--- src/rtl/axi_mst_wr_gen.sv ---
// AXI write-traffic master: turns burst commands into AW/W traffic and checks
// B responses in order against the IDs it issued. It also bounds how many bursts are outstanding.
module axi_mst_wr_gen #(
   parameter int AXI_ADDR_W      = 32,
   parameter int AXI_ID_W        = 4,
   parameter int AXI_DATA_W      = 32,
   parameter int MST_OSTDREQ_NUM = 4
) (
   input  logic                                 aclk,
   input  logic                                 aresetn,
   input  logic                                 cmd_valid,
   output logic                                 cmd_ready,
   input  logic [AXI_ADDR_W-1:0]                cmd_addr,
   input  logic [3:0]                           cmd_len,
   input  logic [AXI_ID_W-1:0]                  cmd_id,
   output logic                                 out_awvalid,
   input  logic                                 in_awready,
   output logic [AXI_ADDR_W-1:0]                out_awaddr,
   output logic [3:0]                           out_awlen,
   output logic [AXI_ID_W-1:0]                  out_awid,
   output logic [2:0]                           out_awsize,
   output logic [1:0]                           out_awburst,
   output logic                                 out_wvalid,
   input  logic                                 in_wready,
   output logic [AXI_DATA_W-1:0]                out_wdata,
   output logic [AXI_DATA_W/8-1:0]              out_wstrb,
   output logic [AXI_ID_W-1:0]                  out_wid,
   output logic                                 out_wlast,
   input  logic                                 in_bvalid,
   output logic                                 out_bready,
   input  logic [AXI_ID_W-1:0]                  in_bid,
   input  logic [1:0]                           in_bresp,
   output logic [$clog2(MST_OSTDREQ_NUM+1)-1:0] ostd_cnt,
   output logic [7:0]                           err_cnt
);

   localparam int BYTES = AXI_DATA_W / 8;
   localparam int CW    = $clog2(MST_OSTDREQ_NUM + 1);
   localparam int PW    = $clog2(MST_OSTDREQ_NUM);
   localparam logic [CW-1:0] OSTD_MAX = CW'(MST_OSTDREQ_NUM);

   typedef enum logic [1:0] {IDLE, AW, W} state_e;

   state_e                  state_q, state_d;
   logic [AXI_ADDR_W-1:0]   addr_q;
   logic [3:0]              len_q;
   logic [AXI_ID_W-1:0]     id_q;
   logic [3:0]              beat_q, beat_d;
   logic                    bready_q;
   logic [CW-1:0]           ostd_q, ostd_d;
   logic [7:0]              err_q, err_d;
   logic [PW-1:0]           wptr_q, rptr_q;
   logic [AXI_ID_W-1:0]     fifo_q [MST_OSTDREQ_NUM];

   logic cmd_hs, aw_hs, w_hs, b_hs, pop, b_err;
   logic [AXI_ADDR_W-1:0] wsum;

   assign cmd_ready = (state_q == IDLE) && (ostd_q < OSTD_MAX) && bready_q;
   assign cmd_hs    = cmd_valid && cmd_ready;
   assign aw_hs     = out_awvalid && in_awready;
   assign w_hs      = out_wvalid && in_wready;
   assign b_hs      = in_bvalid && bready_q;
   // The outstanding count doubles as FIFO occupancy, so zero means empty.
   assign pop       = b_hs && (ostd_q != '0);
   assign b_err     = (in_bresp != 2'b00) || (ostd_q == '0) || (in_bid != fifo_q[rptr_q]);

   assign out_awvalid = (state_q == AW);
   assign out_awaddr  = addr_q;
   assign out_awlen   = len_q;
   assign out_awid    = id_q;
   assign out_awsize  = 3'($clog2(BYTES));
   assign out_awburst = 2'b01;
   assign out_wvalid  = (state_q == W);
   assign wsum        = addr_q + AXI_ADDR_W'(beat_q) * AXI_ADDR_W'(BYTES);
   assign out_wdata   = AXI_DATA_W'(wsum);
   assign out_wstrb   = '1;
   assign out_wid     = id_q;
   assign out_wlast   = (state_q == W) && (beat_q == len_q);
   assign out_bready  = bready_q;
   assign ostd_cnt    = ostd_q;
   assign err_cnt     = err_q;

   always_ff @(posedge aclk or negedge aresetn) begin
      if (!aresetn) state_q <= IDLE;
      else          state_q <= state_d;
   end

   always_comb begin
      state_d = state_q;
      beat_d  = beat_q;
      unique case (state_q)
         IDLE: if (cmd_hs) state_d = AW;
         AW: if (aw_hs) begin
            state_d = W;
            beat_d  = '0;
         end
         W: if (w_hs) begin
            beat_d = beat_q + 4'd1;
            if (out_wlast) state_d = IDLE;
         end
         default: state_d = IDLE;
      endcase
   end

   always_comb begin
      ostd_d = ostd_q;
      if (cmd_hs && !pop)      ostd_d = ostd_q + CW'(1);
      else if (!cmd_hs && pop) ostd_d = ostd_q - CW'(1);
      err_d = err_q;
      if (b_hs && b_err && (err_q != 8'hFF)) err_d = err_q + 8'd1;
   end

   always_ff @(posedge aclk or negedge aresetn) begin
      if (!aresetn) begin
         addr_q   <= '0;
         len_q    <= '0;
         id_q     <= '0;
         beat_q   <= '0;
         bready_q <= 1'b0;
         ostd_q   <= '0;
         err_q    <= '0;
         wptr_q   <= '0;
         rptr_q   <= '0;
      end else begin
         bready_q <= 1'b1;
         beat_q   <= beat_d;
         ostd_q   <= ostd_d;
         err_q    <= err_d;
         if (cmd_hs) begin
            addr_q <= cmd_addr;
            len_q  <= cmd_len;
            id_q   <= cmd_id;
            wptr_q <= wptr_q + PW'(1);
         end
         if (pop) rptr_q <= rptr_q + PW'(1);
      end
   end

   // Storage needs no reset: the pointers define what is valid.
   always_ff @(posedge aclk) begin
      if (cmd_hs) fifo_q[wptr_q] <= cmd_id;
   end

endmodule

--- config.mk ---
export PLATFORM = sky130hd
export DESIGN_NAME = axi_mst_wr_gen
export DESIGN_NICKNAME = d
export VERILOG_FILES = /design/src/rtl/axi_mst_wr_gen.sv
export SDC_FILE = /design/constraint.sdc
export NUM_CORES = 1
export LEC_CHECK = 0
export BUFFER_PORTS_ARGS = -buffer_cell sky130_fd_sc_hd__buf_2
export CORE_ASPECT_RATIO = 0.9
export CORE_UTILIZATION = 45
export CTS_CLUSTER_DIAMETER = 30
export DETAILED_ROUTE_END_ITERATION = 7
export HOLD_SLACK_MARGIN = 0.12
export PLACE_DENSITY = 0.81
export SLEW_MARGIN = 20
export SYNTH_ARGS = -nofsm -noshare
export SYNTH_HDL_FRONTEND = slang
export SYNTH_SLANG_ARGS = --single-unit
--- constraint.sdc ---
create_clock -name aclk -period 2.5 [get_ports aclk]
set_input_delay 0.25 -clock aclk [delete_from_list [all_inputs] [get_ports aclk]]
set_output_delay 0.25 -clock aclk [all_outputs]
set_load 0.05 [all_outputs]
==> implementation parameters, run 1 <==
Parameter                              Value

Synthesis
  Seq/Total Area, Yosys    49.7%
  EDFF count, synth    16
  Async set-or-reset flop fraction in the synthesized netlist    between 70% and 80%
  Count of cell types in the netlist    46
  Ys flop type    dfrtp_1
  Post-synthesis instance area    0.00409 mm^2
  Number of warnings reported in the yosys synthesis log    0
  Flops & latches, synth    ~80
  Avg Inst Size Synth    around 12 um^2
  Post-Synthesis Cells    345

Clock tree
  CTS HTree Levels    3
  Clock buffer count from CTS    9
  Clock root cell    clkbuf_8
  Worst-skew pair later-pin latency    ~0.36 ns
  Clock tree from TritonCTS    built
  CTS clk-pin slew, worst paths    roughly 0.080 ns
  Number of buffers on the longest clock path    2
  Number of sinks on the clock net    78

Placed design
  Final Wtd Congestion    0.826
  Number of port buffers    143
  Detail Placement HPWL    7080 um

Critical path
  R2r startpoint    state_q[1]
  Worst reg-to-reg setup slack    0.25 ns
  CP Capture Type    output port
  Critical Path AT    2.53 ns
  Type of the worst setup path    reg -> out
  Data required time at the worst endpoint    2.25 ns
  Critical path fanouts, max    6
  Launching element type of the critical path    flop
  Beginning of the critical path    out_awaddr[3]

Run status
  Violated checks    negative setup slack
  Run status    finished with violations

Floorplanning
  Area of the die    0.00948 mm^2
  Placeable core region    between 0.008 and 0.009 mm^2
  Width of the die    about 100 um
  Die extent in y    92.5 um
  Top-Level Pins    153
  Starting density of the core    47.1%
  Row count    32

Timing
  Slew Viols, Final    0
  Final setup vio count    26
  Final period util    111%
  Maximum clock rate    359 MHz
  TNS Setup    -3.99 ns
  Final Worst Setup Slack    -0.284 ns
  Setup repair after global routing missed its margin    yes
  Shortest clock period the worst path allows after layout    approximately 2.8 ns
  Worst Clk Skew    0.00898 ns
  Total count of hold-check failures in the final report    0

Finish
  Commonest non-fill, non-tap cell in the layout    buf_2
  Synthesis-to-layout area growth    58.4%
  Highest-count cells in the layout ignoring fill and taps    buf_2, dfrtp_1, buf_4, dlygate4sd3_1, buf_6
  Fraction of layout cells with a size suffix above 1    54.0%
  Number of nets in the final layout    628
  Final design utilization    approximately 75%

Job
  Max-cap viol count    0

Routing
  Vias post-DR    3,538
  DRC violation total after the first TritonRoute iteration    213
  WL final    12,000 um
  Post-route DRC    0
  M1 WL    4510 um
  Wire length per cell after detailed routing    17.5 um
  Number of optimization iterations in the first detailed-route pass    5
  Antenna viol nets, final    0
  Detailed-route vias per instance    a little over 5
  Total length of routed met3 wires    595 um
  Routed length on met2    approximately 6600 um
  Highest signal layer in the routed design    met4

Global routing
  GRT Resource Usage Total    24.5%
  First-pass GRT wire length    17,500 um
  Remaining global-route overflow    0
  Antenna violations before repair    1
  Number of global-route vias before repair    about 3,600
  Pin count of the biggest net entering global routing    36

Worst hold path
  Hold path startpoint    cmd_len[2]
  Class of the tightest hold or removal check    in -> reg
## state kept, by name (all words and copies together) (netlist names)
signal	flops
fifo_q	16
out_awaddr	32
out_awid	4
rptr_q	2
ostd_cnt	3
beat_q	4
out_awlen	4
err_cnt	8
out_bready	1
wptr_q	2
state_q	2
## Yosys cell counts (all sizes together), types with 3 or more instances
cell type,count,share of area [%]
nand3,12,1.5
ha,11,3.4
nand2b,5,0.76
a21o,3,0.55
edfxtp,16,12
mux2,43,12
dfrtp,62,38
inv,13,1.2
buf,22,3.8
xor2,21,4.5
a21oi,6,0.73
o21ai,5,0.61
nor2,13,1.2
and3,9,1.4
nand2,24,2.2
nor2b,3,0.46
nor4,4,0.61
nor3b,4,0.86
mux2i,7,1.7
nand4,7,1.2
nor3,8,1.2
xnor2,25,5.5
## metal layers
| metal | vias up | track usage, % |
|---|---|---|
| met5 | - | 0 |
| li1 | 1609 | - |
| met4 | 0 | 11.2 |
| met3 | 37 | 5.96 |
| met1 | 1742 | 29.0 |
| met2 | 150 | 41.6 |
## path summary, 6_finish.rpt
| check | endpoint | depth (start not counted) |
|---|---|---|
| hold / removal | out_awlen[2] | 2 |
| min in group asynchronous | err_cnt[3] | 2 |
| max in group asynchronous | out_awaddr[13] | 3 |
| setup reg to reg | ostd_cnt[2] | 8 |
| hold reg to reg | err_cnt[5] | 1 |
| setup / recovery | out_wdata[22] | 10 |
## per-stage QoR
stage	hold slack, ns	cell area [um^2]	setup slack [ns]	std cells
global placement	0.0843	5340	0.111	610
CTS	0.124	6200	-0.200	671
floorplan	-0.0456	4520	-0.288	353
finish	0.136	6480	-0.284	688
global route	0.122	6480	-0.385	688
detailed placement	0.0864	5340	0.0565	610
## cells by family (layout without fill, tap and decap cells)
group | after synthesis | in the layout | synth area share [%]
adder cells (fa/ha/maj) | 13 | 13 | 4.34
flip-flops | 78 | 78 | 49.7
buffers and inverters | 37 | 252 | 5.14
AND/OR/NAND/NOR | 98 | 98 | 13.4
multiplexers | 51 | 51 | 14.2
AO/OA/AOI/OAI | 20 | 20 | 3.03
other | 2 | 11 | 0.184
XOR/XNOR | 46 | 46 | 10.0
## critical path: stages (launching register included)
cell and delay (ns):
dfrtp_2 0.43, inv_1 0.11, fa_2 0.41, nor2b_2 0.17
o21ai_2 0.10, nand2b_4 0.11, buf_4 0.11, buf_6 0.12
nand4_1 0.19, xnor2_2 0.23, buf_6 0.18
## repair_timing
item | 4_1_cts | 5_1_grt
pin swaps | 13 | 17
endpoints found under the setup margin | 26 | 26
hold buffers | 33 | 0
endpoints found under the hold margin | 94 | 0
gates resized for setup | 64 | 32
setup buffers | 12 | 17
## area by class of cell
cell class,instances,area (um^2)
Clock inverter,6,85.1
Multi-Input combinational cell,238,2430
Timing Repair Buffer,223,1590
Sequential cell,78,2050
Tap cell,119,149
Inverter,13,48.8
Antenna cell,1,2.50
Fill cell,569,2210
Clock buffer,10,128
Power of run 1 is not shown: default switching activity piles up to over one toggle a cycle in this logic, so the estimate is an artifact.
==> run 2, diff against run 1 <==
--- a/config.mk
+++ b/config.mk
@@ -5,13 +5,14 @@
 export SDC_FILE = /design/constraint.sdc
 export NUM_CORES = 1
 export LEC_CHECK = 0
+export ABC_AREA = 1
 export BUFFER_PORTS_ARGS = -buffer_cell sky130_fd_sc_hd__buf_2
 export CORE_ASPECT_RATIO = 0.9
 export CORE_UTILIZATION = 45
 export CTS_CLUSTER_DIAMETER = 30
 export DETAILED_ROUTE_END_ITERATION = 7
 export HOLD_SLACK_MARGIN = 0.12
-export PLACE_DENSITY = 0.81
+export PLACE_DENSITY = 0.77
 export SLEW_MARGIN = 20
 export SYNTH_ARGS = -nofsm -noshare
 export SYNTH_HDL_FRONTEND = slang
==> constraint.sdc (replaced) <==
create_clock -name aclk -period 3.6 [get_ports aclk]
set_input_delay 0.36 -clock aclk [delete_from_list [all_inputs] [get_ports aclk]]
set_output_delay 0.36 -clock aclk [all_outputs]
set_load 0.05 [all_outputs]
==> run 2 against run 1 <==
- the run now ends clean
- highest routed layer unchanged
- final area fell by 17%
- register-to-register slack improved by 1.1 ns
- clock skew rose by 0.0029 ns
- critical path type unchanged
==> implementation parameters, run 2 <==
Parameter                              Value

Global routing
  Antenna violations before repair    0
  First-pass GRT wire length    17,200 um
  Remaining global-route overflow    0
  GRT Resource Usage Total    between 20 and 25%
  Pin count of the biggest net entering global routing    57
  Number of global-route vias before repair    3,567

Worst hold path
  Hold path startpoint    in_awready
  Destination of the worst hold path    state_q[0]
  Hold-critical path depth    2
  Class of the tightest hold or removal check    in -> reg

Timing
  TNS Setup    0 ns
  Shortest clock period the worst path allows after layout    between 3 and 4 ns
  Setup repair after global routing missed its margin    no
  Final setup vio count    0
  Worst Clk Skew    around 0.012 ns
  Final Worst Setup Slack    0.488 ns
  Minimum hold slack    0.199 ns
  Total count of hold-check failures in the final report    0
  Maximum clock rate    321 MHz
  Worst Tran Pin Value    ~0.74 ns
  Final period util    86.4%
  Slew Viols, Final    0
  Relative slew margins    50.4%

Clock tree
  Number of sinks on the clock net    78
  Number of buffers on the longest clock path    2
  CTS clk-pin slew, worst paths    about 0.08 ns
  # Post-CTS Setup Buffers    0
  Clock buffer count from CTS    9
  Clock root cell    clkbuf_8
  Clock tree from TritonCTS    built
  CTS HTree Levels    3
  Post-cts resize count    0
  Worst-skew pair later-pin latency    0.34 ns

Finish
  Highest-count cells in the layout ignoring fill and taps    nand2_1, buf_2, dfrtp_1, inv_1, xor2_1
  Final non-filler cell area    about 0.0054 mm^2
  Fraction of layout cells with a size suffix above 1    between 20 and 30%
  Commonest non-fill, non-tap cell in the layout    nand2_1
  Multi-input combinational cell area    0.00206 mm^2
  Count of inserted antenna diode cells    0
  Number of inserted filler cells in the final layout    899
  Synthesis-to-layout area growth    20.3%
  Storage cell area    0.00203 mm^2
  Number of nets in the final layout    724
  Max reg flops    32

Critical path
  CP Capture Type    output port
  Critical path fanouts, max    4
  Worst reg-to-reg setup slack    around 1.3 ns
  Endpoint of the worst-slack reg-to-reg timing path    ostd_cnt[2]
  Chain of cells forming the critical path    ha_1 > inv_1 > fa_1 > o21ai_2 > nand2_1 > nor3_2 > nand4_1 > xor2_1 > buf_2
  Largest delay share family, worst path    adder cells
  Crit path max-delay cell type    dfrtp_1
  Launching element type of the critical path    flop
  Number of buffer and inverter instances along the worst setup path    2
  Data required time at the worst endpoint    3.24 ns
  R2R depth    10
  R2r startpoint    state_q[1]
  Largest stage delay, worst path    ~0.42 ns
  Critical Path AT    between 2 and 3 ns
  Type of the worst setup path    reg -> out

Placed design
  Number of port buffers    roughly 140
  Detail Placement HPWL    8090 um
  Post-Place Cell Area    0.00518 mm^2
  Placement-stage worst setup slack    between 0.8 and 0.9 ns
  Final Wtd Congestion    just under 0.9

Routing
  Post-route DRC    0
  Wire length per cell after detailed routing    13.6 um
  DRC violation total after the first TritonRoute iteration    around 220
  Vias post-DR    3,851
  WL final    roughly 11,000 um
  Number of optimization iterations in the first detailed-route pass    4
  Antenna viol nets, final    0
  Detailed-route vias per instance    roughly 5

Synthesis
  Area fraction of the dominant cell type after synthesis    between 30% and 40%
  Ys flop type    dfrtp_1
  Top cells by area, synth    dfrtp_1, nand2_1, edfxtp_1
  EDFF count, synth    16
  Async set-or-reset flop fraction in the synthesized netlist    between 70% and 80%
  Most used standard cell by instance count after synthesis    nand2_1
  Count of cell types in the netlist    38
  Cell type with the largest total area after synthesis    dfrtp_1
  Avg Inst Size Synth    8.57 um^2
  Flops & latches, synth    78
  Post-synthesis instance area    ~0.0044 mm^2
  Seq/Total Area, Yosys    45.7%
  Leading post-synthesis cells by instance count    nand2_1, dfrtp_1, inv_1
  Number of warnings reported in the yosys synthesis log    0
  Post-Synthesis Cells    519

Floorplanning
  Top-Level Pins    ~150
  Starting density of the core    46.1%
  Width of the die    107 um
  Row count    34
  Placeable core region    0.00966 mm^2
  Die extent in y    96.3 um
  Area of the die    approximately 0.01 mm^2

Run status
  Run status    finished clean

Power and ir drop
  Total power per unit cell area    ~1000 mW/mm^2
  Worst vdd ir    approximately 0.73 mV
  Leak    2.78 nW

Job
  Max-cap viol count    0
==> run 2: cell count changes after synthesis, sizes merged, moves of 8 or more <==
cell,delta
nand2,+158
nor2,+21
xor2,+8
mux2,-42
xnor2,-11
o21ai,+16
and3,-8
inv,+36
nand4,+14
nand3,+8
==> run 2: cell type report <==
class                   count  area share (%)
multi-input cells         373            38.5
flip-flops and latches     78            38.0
repair buffers            147            14.0
inverters                  50            3.55
well taps                 126            2.95
clock buffers              11            2.45
clock inverters             5           0.655
==> run 2: where the power goes <==
part | internal [mW] | leakage (nW) | switching, mW
registers | 1.21 | 0.922 | 0.418
logic | 0.740 | 1.78 | 2.54
clock network | 0.252 | 0.0799 | 0.330
total | 2.20 | 2.78 | 3.29
==> run 2: how the worst max path moves through the flow <==
| stage | from | end | slack, ns | cells past startpoint |
|---|---|---|---|---|
| 6_report | beat_q[0] | out_wdata[26] | 0.49 | 9 |
| 5_1_grt | beat_q[0] | out_wdata[26] | 0.30 | 9 |
| 4_1_cts | beat_q[0] | out_wdata[26] | 0.44 | 9 |
| 3_5_place_dp | beat_q[0] | out_wdata[26] | 0.83 | 9 |
| 3_3_place_gp | beat_q[0] | out_wdata[26] | 0.88 | 9 |
| 2_1_floorplan | out_awaddr[2] | out_wdata[26] | 0.47 | 8 |
==> run 2: timing repair <==
item / CTS / global route
hold buffers: 1 / 0
endpoints found under the hold margin: 30 / 0
endpoints found under the setup margin: 0 / 0
==> run 2: cells by family after synthesis <==
logic type	Yosys count	synth area share (%)
compound gates	27	3.18
xor+xnor	43	8.47
fa+ha+maj	13	3.99
buf+inv	76	8.72
flops	78	45.7
mux	1	0.253
other cells	2	0.169
simple gates	279	29.5
==> run 2: per-layer routing <==
layer | GRT usage, % | vias up | wire length [um]
met3 | 5.96 | 9 | 656
met1 | 27.9 | 1802 | 4920
li1 | - | 1906 | -
met2 | 36.1 | 134 | 5100
met4 | 4.91 | 0 | 89
met5 | 0 | - | 0
==> run 2: through the flow <==
stage          util, %  std cells  total power, mW
3_5_place_dp      53.6        773             4.93
4_1_cts           55.4        790             5.53
5_1_grt           55.4        790             5.83
6_report          55.4        790             5.49
2_1_floorplan        -        527             4.21
3_3_place_gp      53.6        773             4.88
Note: power is estimated with default switching activity, not from simulation.
==> run 3, diff against run 2 <==
--- a/config.mk
+++ b/config.mk
@@ -13,6 +13,7 @@
 export DETAILED_ROUTE_END_ITERATION = 7
 export HOLD_SLACK_MARGIN = 0.12
 export PLACE_DENSITY = 0.77
+export RECOVER_POWER = 100
 export SLEW_MARGIN = 20
 export SYNTH_ARGS = -nofsm -noshare
 export SYNTH_HDL_FRONTEND = slang
==> run 3 against run 2 <==
- the run now ends with max-capacitance violations, max-slew violations left
- worst setup slack lost 0.12 ns
- die area is the same
- cell count is the same
- utilization shrank 1.7 points
- via count grew 0.21%
- critical path depth is the same
- sequential share of layout area grew 1.2 points
- worst hold slack gained 0.0011 ns
- register-to-register slack lost 0.82 ns
==> implementation parameters, run 3 (same netlist as run 2, synthesis figures left out) <==
Parameter                              Value

Timing
  Shortest clock period the worst path allows after layout    3.23 ns
  Final setup vio count    0
  Worst Clk Skew    0.0122 ns
  Minimum hold slack    0.200 ns
  TNS Setup    0 ns
  Worst Tran Pin Value    around 1.8 ns
  Final period util    approximately nine tenths
  Setup repair after global routing missed its margin    no
  Relative slew margins    -18.1%
  Total count of hold-check failures in the final report    0
  Maximum clock rate    just over 300 MHz
  Slew Viols, Final    66

Routing
  Wire length per cell after detailed routing    13.7 um
  DRC violation total after the first TritonRoute iteration    214
  Antenna viol nets, final    0
  Vias post-DR    slightly below 4,000
  Post-route DRC    0
  Detailed-route vias per instance    4.88
  Number of optimization iterations in the first detailed-route pass    4
  WL final    10,800 um

Placed design
  Final Wtd Congestion    0.886
  Number of port buffers    143
  Detail Placement HPWL    between 8000 and 9000 um

Finish
  Number of inserted filler cells in the final layout    957
  Max reg flops    32
  Count of inserted antenna diode cells    0
  Highest-count cells in the layout ignoring fill and taps    nand2_1, clkbuf_1, dfrtp_1, buf_2, inv_1
  Multi-input combinational cell area    0.00202 mm^2
  Synthesis-to-layout area growth    16.7%
  Fraction of layout cells with a size suffix above 1    between 10% and 20%
  Storage cell area    ~0.0020 mm^2
  Number of nets in the final layout    a little over 700
  Commonest non-fill, non-tap cell in the layout    nand2_1

Critical path
  CP Capture Type    output port
  Data required time at the worst endpoint    3.24 ns
  Crit path max-delay cell type    clkbuf_1
  Critical path fanouts, max    4
  CP dominant cell by count    nand2_1
  Launching element type of the critical path    flop
  Chain of cells forming the critical path    ha_1 > inv_1 > fa_1 > o21ai_2 > nand2_1 > nor3_2 > nand2_1 > xor2_1 > clkbuf_1
  Largest stage delay, worst path    around 0.48 ns
  Type of the worst setup path    reg -> out
  Critical Path AT    2.87 ns

Clock tree
  Worst-skew pair later-pin latency    about 0.34 ns
  Clock buffer count from CTS    9
  Clock root cell    clkbuf_8
  Number of buffers on the longest clock path    2
  # Post-CTS Setup Buffers    0
  CTS clk-pin slew, worst paths    0.08 ns
  Post-cts resize count    0
  Number of sinks on the clock net    78
  CTS HTree Levels    3
  Clock tree from TritonCTS    built

Floorplanning
  Top-Level Pins    153
  Die extent in y    96.3 um
  Starting density of the core    46.1%
  Placeable core region    a little under 0.01 mm^2
  Row count    34
  Area of the die    between 0.01 and 0.015 mm^2
  Width of the die    107 um

Power and ir drop
  Worst vdd ir    0.698 mV
  Total power per unit cell area    1030 mW/mm^2
  Leak    2.45 nW
  Post-route total power    5.37 mW

Global routing
  GRT Resource Usage Total    21.6%
  Antenna violations before repair    0
  First-pass GRT wire length    about 17,000 um
  Remaining global-route overflow    0
  Number of global-route vias before repair    3,567
  Pin count of the biggest net entering global routing    57

Job
  Max-cap viol count    2

Run status
  Run status    finished with violations
  Violated checks    max-capacitance violations, max-slew violations

Worst hold path
  Class of the tightest hold or removal check    in -> reg
-- run 3: power breakdown --
part / internal (mW) / switching, mW / leakage, nW
clock network: 0.252 / 0.331 / 0.0799
registers: 1.21 / 0.421 / 0.922
logic: 0.603 / 2.55 / 1.45
total: 2.06 / 3.30 / 2.45
-- run 3: worst paths after layout --
kind	from	to	slack, ns	cells past startpoint
worst min register to register	state_q[1]	state_q[0]	0.51	1
max in group asynchronous	aresetn	out_awid[3]	0.97	3
min in group asynchronous	aresetn	out_awid[0]	1.02	2
worst min-delay path	in_awready	state_q[0]	0.20	2
worst max-delay path	beat_q[0]	out_wdata[18]	0.37	9
worst max register to register	ostd_cnt[2]	out_awaddr[3]	0.52	6
-- run 3: area by class of cell --
| type | instances | share of cell area (%) |
|---|---|---|
| Sequential cell | 78 | 39.1 |
| Timing Repair Buffer | 147 | 12.0 |
| Tap cell | 126 | 3.04 |
| Clock buffer | 11 | 2.53 |
| Multi-Input combinational cell | 373 | 39.0 |
| Inverter | 50 | 3.66 |
| Clock inverter | 5 | 0.675 |
-- run 3: through the flow --
| stage | cells | worst slack [ns] | utilization [%] | cell area, um^2 |
|---|---|---|---|---|
| floorplan | 527 | 0.465 | - | 4480 |
| global placement | 773 | 0.879 | 53.6 | 5180 |
| detailed placement | 773 | 0.826 | 53.6 | 5180 |
| CTS | 790 | 0.441 | 55.4 | 5350 |
| global route | 790 | 0.177 | 53.8 | 5190 |
| finish | 790 | 0.367 | 53.8 | 5190 |
-- run 3: critical path: cells and delay by family (launching register included) --
family	cells	cell delay (ns)
buffers and inverters	2	0.54
adders and majority gates	2	0.61
DFF	1	0.42
and+or+nand+nor	3	0.51
xor gates and xnor gates	1	0.16
AOI/OAI and AO/OA	1	0.29
-- run 3: repair_timing --
action                                  in CTS  in global routing
hold buffers                                 1                  0
endpoints found under the setup margin       0                  0
hold endpoints to repair                    30                  0
-- run 3: layer usage --
| metal | vias up | part of all wire, % | track usage, % |
|---|---|---|---|
| li1 | 1906 | - | - |
| met1 | 1822 | 46 | 27.9 |
| met2 | 125 | 48 | 36.1 |
| met3 | 6 | 5.8 | 5.96 |
| met4 | 0 | 0.63 | 4.91 |
| met5 | - | 0 | 0 |
